**src/rtl/dmux_4way_if.sv**
```systemverilog
// Producer/consumer bus for dmux_4way: one input word with select, four gated output channels.
interface dmux_4way_if #(
  parameter int unsigned WIDTH = 1
);
  logic [WIDTH-1:0] in;
  logic [1:0]       sel;
  logic             in_valid;
  logic             in_ready;
  logic [WIDTH-1:0] out0;
  logic [WIDTH-1:0] out1;
  logic [WIDTH-1:0] out2;
  logic [WIDTH-1:0] out3;
  logic [3:0]       out_valid;
  logic [3:0]       out_ready;

  modport master (
    output in, sel, in_valid, out_ready,
    input  in_ready, out0, out1, out2, out3, out_valid
  );

  modport slave (
    input  in, sel, in_valid, out_ready,
    output in_ready, out0, out1, out2, out3, out_valid
  );
endinterface

```
**src/rtl/dmux_4way.sv**
```systemverilog
// Registered 1-to-4 demultiplexer with per-channel one-entry output registers.
// Optional per-channel saturating accept counters when DMUX4WAY_STATS_EN is defined.
module dmux_4way #(
  parameter int unsigned WIDTH = 1,
  parameter int unsigned CNT_W = 16
) (
  input  logic             clk,
  input  logic             rst_n,
`ifdef DMUX4WAY_STATS_EN
  input  logic             clr_cnt,
  output logic [CNT_W-1:0] cnt0,
  output logic [CNT_W-1:0] cnt1,
  output logic [CNT_W-1:0] cnt2,
  output logic [CNT_W-1:0] cnt3,
`endif
  dmux_4way_if.slave       bus
);

  logic [WIDTH-1:0] r_data  [4];
  logic [3:0]       r_valid;
  logic [WIDTH-1:0] w_out   [4];
  logic             w_in_ready;
  logic             w_accept;
  logic [3:0]       w_load;
  logic [3:0]       w_drain;

  // Readiness depends only on the selected channel, so a blocked channel never stalls the others.
  assign w_in_ready = ~r_valid[bus.sel] | bus.out_ready[bus.sel];
  assign w_accept   = bus.in_valid & w_in_ready;
  assign w_load     = {4{w_accept}} & (4'b0001 << bus.sel);
  assign w_drain    = r_valid & bus.out_ready;

  always_ff @(posedge clk or negedge rst_n) begin
    if (!rst_n) begin
      r_valid <= '0;
      for (int k = 0; k < 4; k++) r_data[k] <= '0;
    end else begin
      for (int k = 0; k < 4; k++) begin
        if (w_load[k]) begin
          r_data[k]  <= bus.in;
          r_valid[k] <= 1'b1;
        end else if (w_drain[k]) begin
          r_data[k]  <= '0;
          r_valid[k] <= 1'b0;
        end
      end
    end
  end

  always_comb begin
    for (int k = 0; k < 4; k++) begin
      w_out[k] = r_valid[k] ? r_data[k] : '0;
    end
  end

  assign bus.in_ready  = w_in_ready;
  assign bus.out_valid = r_valid;
  assign bus.out0      = w_out[0];
  assign bus.out1      = w_out[1];
  assign bus.out2      = w_out[2];
  assign bus.out3      = w_out[3];

`ifdef DMUX4WAY_STATS_EN
  logic [CNT_W-1:0] r_cnt [4];

  // Clear wins over a same-cycle increment; counters stick at all-ones.
  always_ff @(posedge clk or negedge rst_n) begin
    if (!rst_n) begin
      for (int k = 0; k < 4; k++) r_cnt[k] <= '0;
    end else begin
      for (int k = 0; k < 4; k++) begin
        if (clr_cnt) begin
          r_cnt[k] <= '0;
        end else if (w_load[k] && (r_cnt[k] != {CNT_W{1'b1}})) begin
          r_cnt[k] <= r_cnt[k] + 1'b1;
        end
      end
    end
  end

  assign cnt0 = r_cnt[0];
  assign cnt1 = r_cnt[1];
  assign cnt2 = r_cnt[2];
  assign cnt3 = r_cnt[3];
`endif

endmodule

```
**src/flat_wrapper.sv**
```systemverilog
// flat-port wrapper written by rule: the top's interface ports become plain ports
module dmux_4way_flat 
#(
  parameter int unsigned WIDTH = 1,
  parameter int unsigned CNT_W = 16
)
  (clk, rst_n, bus_in, bus_sel, bus_in_valid, bus_out_ready, bus_in_ready, bus_out0, bus_out1, bus_out2, bus_out3, bus_out_valid);
  dmux_4way_if #(.WIDTH(WIDTH)) bus_i ();
  input  logic clk;
  input  logic rst_n;
  input wire logic [$bits(bus_i.in)-1:0] bus_in;
  input wire logic [$bits(bus_i.sel)-1:0] bus_sel;
  input wire logic [$bits(bus_i.in_valid)-1:0] bus_in_valid;
  input wire logic [$bits(bus_i.out_ready)-1:0] bus_out_ready;
  output wire logic [$bits(bus_i.in_ready)-1:0] bus_in_ready;
  output wire logic [$bits(bus_i.out0)-1:0] bus_out0;
  output wire logic [$bits(bus_i.out1)-1:0] bus_out1;
  output wire logic [$bits(bus_i.out2)-1:0] bus_out2;
  output wire logic [$bits(bus_i.out3)-1:0] bus_out3;
  output wire logic [$bits(bus_i.out_valid)-1:0] bus_out_valid;
  assign bus_i.in = bus_in;
  assign bus_i.sel = bus_sel;
  assign bus_i.in_valid = bus_in_valid;
  assign bus_i.out_ready = bus_out_ready;
  assign bus_in_ready = bus_i.in_ready;
  assign bus_out0 = bus_i.out0;
  assign bus_out1 = bus_i.out1;
  assign bus_out2 = bus_i.out2;
  assign bus_out3 = bus_i.out3;
  assign bus_out_valid = bus_i.out_valid;
  dmux_4way #(.WIDTH(WIDTH), .CNT_W(CNT_W)) u_core (.clk(clk), .rst_n(rst_n), .bus(bus_i));
endmodule
```
**config.mk**
```make
export PLATFORM = sky130hd
export DESIGN_NAME = dmux_4way_flat
export DESIGN_NICKNAME = d
export VERILOG_FILES = /design/src/rtl/dmux_4way_if.sv /design/src/rtl/dmux_4way.sv /design/src/flat_wrapper.sv
export SDC_FILE = /design/constraint.sdc
export NUM_CORES = 1
export LEC_CHECK = 0
export BUFFER_PORTS_ARGS = -buffer_cell sky130_fd_sc_hd__buf_2
export CAP_MARGIN = 20
export CORE_AREA = 2 2 39 41
export DETAILED_ROUTE_END_ITERATION = 7
export DIE_AREA = 0 0 41 43
export GPL_TIMING_DRIVEN = 0
export PLACE_DENSITY = 0.68
export SLEW_MARGIN = 10
export SYNTH_ARGS = -nofsm -noshare
export SYNTH_HDL_FRONTEND = slang
export SYNTH_SLANG_ARGS = --single-unit
```
**constraint.sdc**
```tcl
create_clock -name clk -period 2.7 [get_ports clk]
set_input_delay 0.54 -clock clk [delete_from_list [all_inputs] [get_ports clk]]
set_output_delay 0.54 -clock clk [all_outputs]
set_load 0.02 [all_outputs]
```
Yosys cells after proc, flatten, opt, wreduce, memory -nomap -nowiden
Index checks and enable logic that the tools add are counted.
{"block": "op_classes", "n_lt_le_gt_ge": 1, "shift": 1, "mux": 20, "n_bitwise": 5, "n_reduce_logical": 4}
{"op": "$mux W1", "count": 18}
{"op": "$and A4 B4 Y4", "count": 2}
{"op": "$reduce_bool A2 Y1", "count": 4}
{"op": "$bmux W1 S2", "count": 2}
{"op": "$shl A1 B2 Y4 const A", "count": 1}
{"op": "$lt A2 B3 Y1 const B", "count": 1}
{"op": "$and A1 B1 Y1", "count": 1}
{"op": "$not A1 Y1", "count": 1}
{"op": "$or A1 B1 Y1", "count": 1}
{"block": "word_totals", "regBits": 8, "in_bits": 10, "out_inout_bits": 9, "wordCells": 39}

Longest topological paths before layout
{"block": "depth", "word_depth": 7, "ltp_mapped": 3, "mapped_depth_nobuf": 3}

Worst setup path before layout
No wires, ideal clock.
{"block": "synth_path", "kind": "input-to-output", "startpoint": "in bus_out_ready[3]", "endpoint": "out bus_in_ready", "arrival_ps": 1309, "required_time_ps": 2160, "slack_ps": 851, "path_stages": 2, "path_buffers": 0, "cell_sequence": "nand2b_1 > mux4_1"}
{"block": "synth_between", "elab_chain_cells": 3}
{"item": "from (decl)", "line": "flat_wrapper.sv:14", "source": "input wire logic [$bits(bus_i.out_ready)-1:0] bus_out_ready;"}
{"item": "$bmux W1 S2", "line": "dmux_4way.sv:28", "source": "assign w_in_ready = ~r_valid[bus.sel] | bus.out_ready[bus.sel];"}
{"item": "$mux W1 (not written as such)", "line": "dmux_4way.sv:28"}
{"item": "$or A1 B1 Y1", "line": "dmux_4way.sv:28"}
{"item": "to (decl)", "line": "flat_wrapper.sv:15", "source": "output wire logic [$bits(bus_i.in_ready)-1:0] bus_in_ready;"}
No other way between the ends. The select of a mux whose other input is x is not followed.

Final worst setup path
{"block": "layout_path", "startpoint": "in bus_out_ready[2]", "endpoint": "out bus_in_ready"}
The elaborated chain is that of the path after synthesis.

==> reports/results.md <==
| Stage | Result | Value |
|:---|:---|:---|
| placement | RD Place Congestion | 0.713 |
| clock tree | # hold bufs at CTS | 0 |
| clock tree | Resized cells post-CTS | 0 |
| worst setup path | Worst setup path class | in2out |
| clock tree | Root cell of the clock tree | clkbuf_4 |
| route | Number of design-rule violations left by the first detailed-router iteration | 5 |
| route | Antenna Violating Nets Remaining | 0 |
| sta | Max-Slew Margin vs Limit | 0.853 |
| yosys | Multiplexer fraction of the synthesized cell area | 0.0797 |
| clock tree | Number of buffers between clock root and the deepest sink | 2 |
| yosys | Area fraction in and, or, nand and nor cells after synthesis | 0.316 |
| global route | Largest net degree at the start of global routing | 9 |
| yosys | Number of storage elements in the synthesis netlist | 8 |
| yosys | Async set-reset flop share out of synthesis | 1.00 |
| cells and area | Cell area after layout | 588 um^2 |
| flow run | Max-cap viol count | 0 |
| sta | Final hold viol count | 0 |
| yosys | Distinct cells, synth | 22 |
| worst setup path | Required time worst endpoint | 2.16 ns |
| route | Vias after detailed routing | 403 |
| sta | Unrepaired setup endpoints after global routing | false |
| worst setup path | Slowest CP cell | mux4_1 |
| cells and area | Fill cell total of the finished layout | 134 |
| power and ir drop | Leakage Power | 0.322 nW |
| yosys | Xor and xnor fraction of the mapped netlist area | 0 |
| yosys | Number of enable-type register cells in the synthesized netlist | 0 |
| clock tree | Clock slew seen by the registers of the worst setup and hold paths | 0.05 ns |
| power and ir drop | Max IR drop VDD | 0.289 mV |
| floorplan | Chip height | 43 um |
| sta | Ratio of final minimum period to clock period | 0.743 |
| yosys | Mapped Nets | 53 |
| cells and area | Proportion of layout cells with a drive suffix above 1 | 0.375 |
| global route | Number of global-route vias before repair | 357 |
| placement | Port-buffer cells | 18 |
| worst setup path | Top cell by count, worst path | buf_2 |
| yosys | Top-area cell type share of the netlist area | 0.440 |
| run status | Run status | finished clean |
| sta | Clock period minus final worst setup slack | 2.01 ns |
| yosys | Number of warning messages in the yosys log | 0 |
| worst setup path | Cells along the critical path | buf_2 > nand2b_1 > mux4_1 > buf_2 |
| power and ir drop | Overall power after layout | 0.306 mW |
| yosys | Mean Syn Cell Area | 10.6 um^2 |
| route | Wire length after detailed routing | 961 um |
| yosys | Library cell with the largest summed area after synthesis | dfrtp_1 |
| worst setup path | Startpoint Class | input pin |
| cells and area | Number of diodes | 0 |
| sta | Setup TNS after final layout | 0 ns |
| worst setup path | Largest driver fanout on the critical path | 4 |
| floorplan | Initial core utilization | 0.329 |
| yosys | Combinational family with the most area after synthesis | simple AND/OR/NAND/NOR gates |
| yosys | Top-count cell post-synth | dfrtp_1 |
| floorplan | Standard-cell row count | 14 |
| yosys | Compound-gate portion of the synthesized area | 0.140 |
| cells and area | Final #Nets | 76 |
| global route | Total global routing overflow | 0 |
| route | Post-detailed-route wirelength per cell | 12.0 um |
| clock tree | Number of clock buffers inserted by TritonCTS | 3 |
| route | Vias per cell | 5.04 |
| clock tree | Clock tree from TritonCTS | done |
| yosys | Most common library cells after synthesis | dfrtp_1, nand2_1, and2_1 |
| clock tree | Clock H-tree levels | 1 |
| sta | Layout Skew | 0.00271 ns |
| yosys | Sequential area share after synthesis | 0.440 |
| route | Residual DRC count | 0 |
| floorplan | Core ar. | 1380 um^2 |
| placement | Total cell area at the placement stage | 566 um^2 |
| yosys | Synth Area in Adders | 0 |
| clock tree | Buffers inserted by post-CTS timing repair | 0 |
| floorplan | Chip width | 41 um |
| yosys | Predominant post-synthesis flop cell | dfrtp_1 |
| yosys | Synth area leaders | dfrtp_1, mux4_1, and2_1, nand2_1, nor3b_4 |
| global route | Number of antenna violations at the first check in global routing | 0 |
| worst setup path | CP arrival | 1.47 ns |
| worst setup path | Delay contributed by the slowest stage of the critical path | 0.49 ns |
| power and ir drop | Pwr/cell area | 520 nW/um^2 |
| global route | Global-route wire length before repair | 1390 um |
| min path | Class of the tightest hold or removal check | in2async |
| placement | Estimated wirelength of the detail-placed design | 736 um |
| sta | Total count of max-transition violations in the final report | 0 |
| floorplan | Num ports | 19 |
| clock tree | Number of clock sinks | 8 |
| floorplan | Area enclosed by the die boundary | 1760 um^2 |
| yosys | Number of instances in the synthesized netlist | 43 |
| sta | Setup-violating endpoint count in the final report | 0 |
| sta | Fmax achieved | 498 MHz |
| global route | All-Layer GR Usage | 0.121 |
| worst setup path | Critical path capture point type | output pin |
| route | Drt pass-1 iters | 4 |
| yosys | Post-Synthesis Cell Area | 455 um^2 |
| sta | Worst-Margin Slew | 0.221 ns |
| clock tree | Latest clock arrival within the worst-skew pair | 0.25 ns |
| cells and area | Synth-to-Final Area Change | 29.1% |
[worst max-delay path, delay by kind of cell]
family                 cells  cell delay, ns
muxes                      1            0.49
buffers and inverters      2            0.26
and+or+nand+nor            1            0.18
[metal layers]
metal / GRT usage / share of wire / wire length [um]
met2: 0.206 / 0.46 / 439
met3: 0.0314 / 0.088 / 85
met1: 0.117 / 0.44 / 421
met4: 0.0800 / 0.015 / 14
met5: 0 / 0 / 0
[cell families after synthesis]
family | Yosys count
AOI/OAI and AO/OA | 9
DFF | 8
buffers and inverters | 3
muxes | 2
and+or+nand+nor | 21
[through the flow]
| stage | utilization | hold slack, ns | worst slack, ns | cells |
|---|---|---|---|---|
| 3_5_place_dp | 0.409 | 0.396 | 0.688 | 77 |
| 4_1_cts | 0.425 | 0.129 | 0.688 | 80 |
| 6_report | 0.425 | 0.126 | 0.693 | 80 |
| 2_1_floorplan | - | 0.244 | 0.851 | 43 |
| 5_1_grt | 0.425 | 0.136 | 0.651 | 80 |
| 3_3_place_gp | 0.409 | 0.394 | 0.683 | 77 |
[where the power goes]
| part | switching, mW | total, mW | internal (mW) |
|---|---|---|---|
| registers | 0.00987 | 0.145 | 0.135 |
| clock network | 0.0390 | 0.0898 | 0.0508 |
| logic | 0.0396 | 0.0710 | 0.0314 |
[worst paths after layout]
| check | start | end | slack, ns | cells past startpoint |
|---|---|---|---|---|
| worst max-delay path | bus_out_ready[2] | bus_in_ready | 0.69 | 4 |
| min in group clk | u_core.r_data[1] | u_core.r_data[1] | 0.49 | 1 |
| worst max register to register | u_core.bus.out_valid[1] | u_core.r_data[2] | 1.69 | 3 |
| max in group asynchronous | rst_n | u_core.r_data[1] | 2.40 | 1 |
| worst min-delay path | rst_n | u_core.bus.out_valid[3] | 0.13 | 1 |
| worst min register to register | u_core.r_data[1] | u_core.r_data[1] | 0.49 | 1 |
[cell type report]
| type | instances | area (um^2) | area share |
|---|---|---|---|
| inverters | 3 | 11.3 | 0.0191 |
| multi-input cells | 32 | 244 | 0.415 |
| repair buffers | 18 | 90.1 | 0.153 |
| flip-flops and latches | 8 | 200 | 0.340 |
| well taps | 16 | 20.0 | 0.0340 |
| clock buffers | 3 | 22.5 | 0.0383 |
[state kept, by name (all words and copies together) (netlist names)]
register and flops:
u_core.bus.out_valid 4, u_core.r_data 4
[layout by cell type, fill, tap and decap left out]
| master | n |
|---|---|
| nand2b_4 | 1 |
| buf_2 | 18 |
| nand3b_1 | 1 |
| o211ai_2 | 1 |
| a32o_1 | 1 |
| and3_1 | 1 |
| mux4_1 | 1 |
| nand2b_1 | 2 |
| inv_1 | 3 |
| dfrtp_1 | 8 |
| nand2_1 | 5 |
| and2_1 | 4 |
| nand3_1 | 2 |
| a31oi_1 | 1 |
| a21o_1 | 1 |
| and2b_1 | 1 |
| or3_1 | 1 |
| and3b_1 | 2 |
| o21ai_0 | 2 |
| a22oi_1 | 1 |
| nor3b_4 | 1 |
| mux2i_1 | 1 |
| clkbuf_4 | 3 |
| o21ai_1 | 2 |
Power figures use the tool's default switching activity.
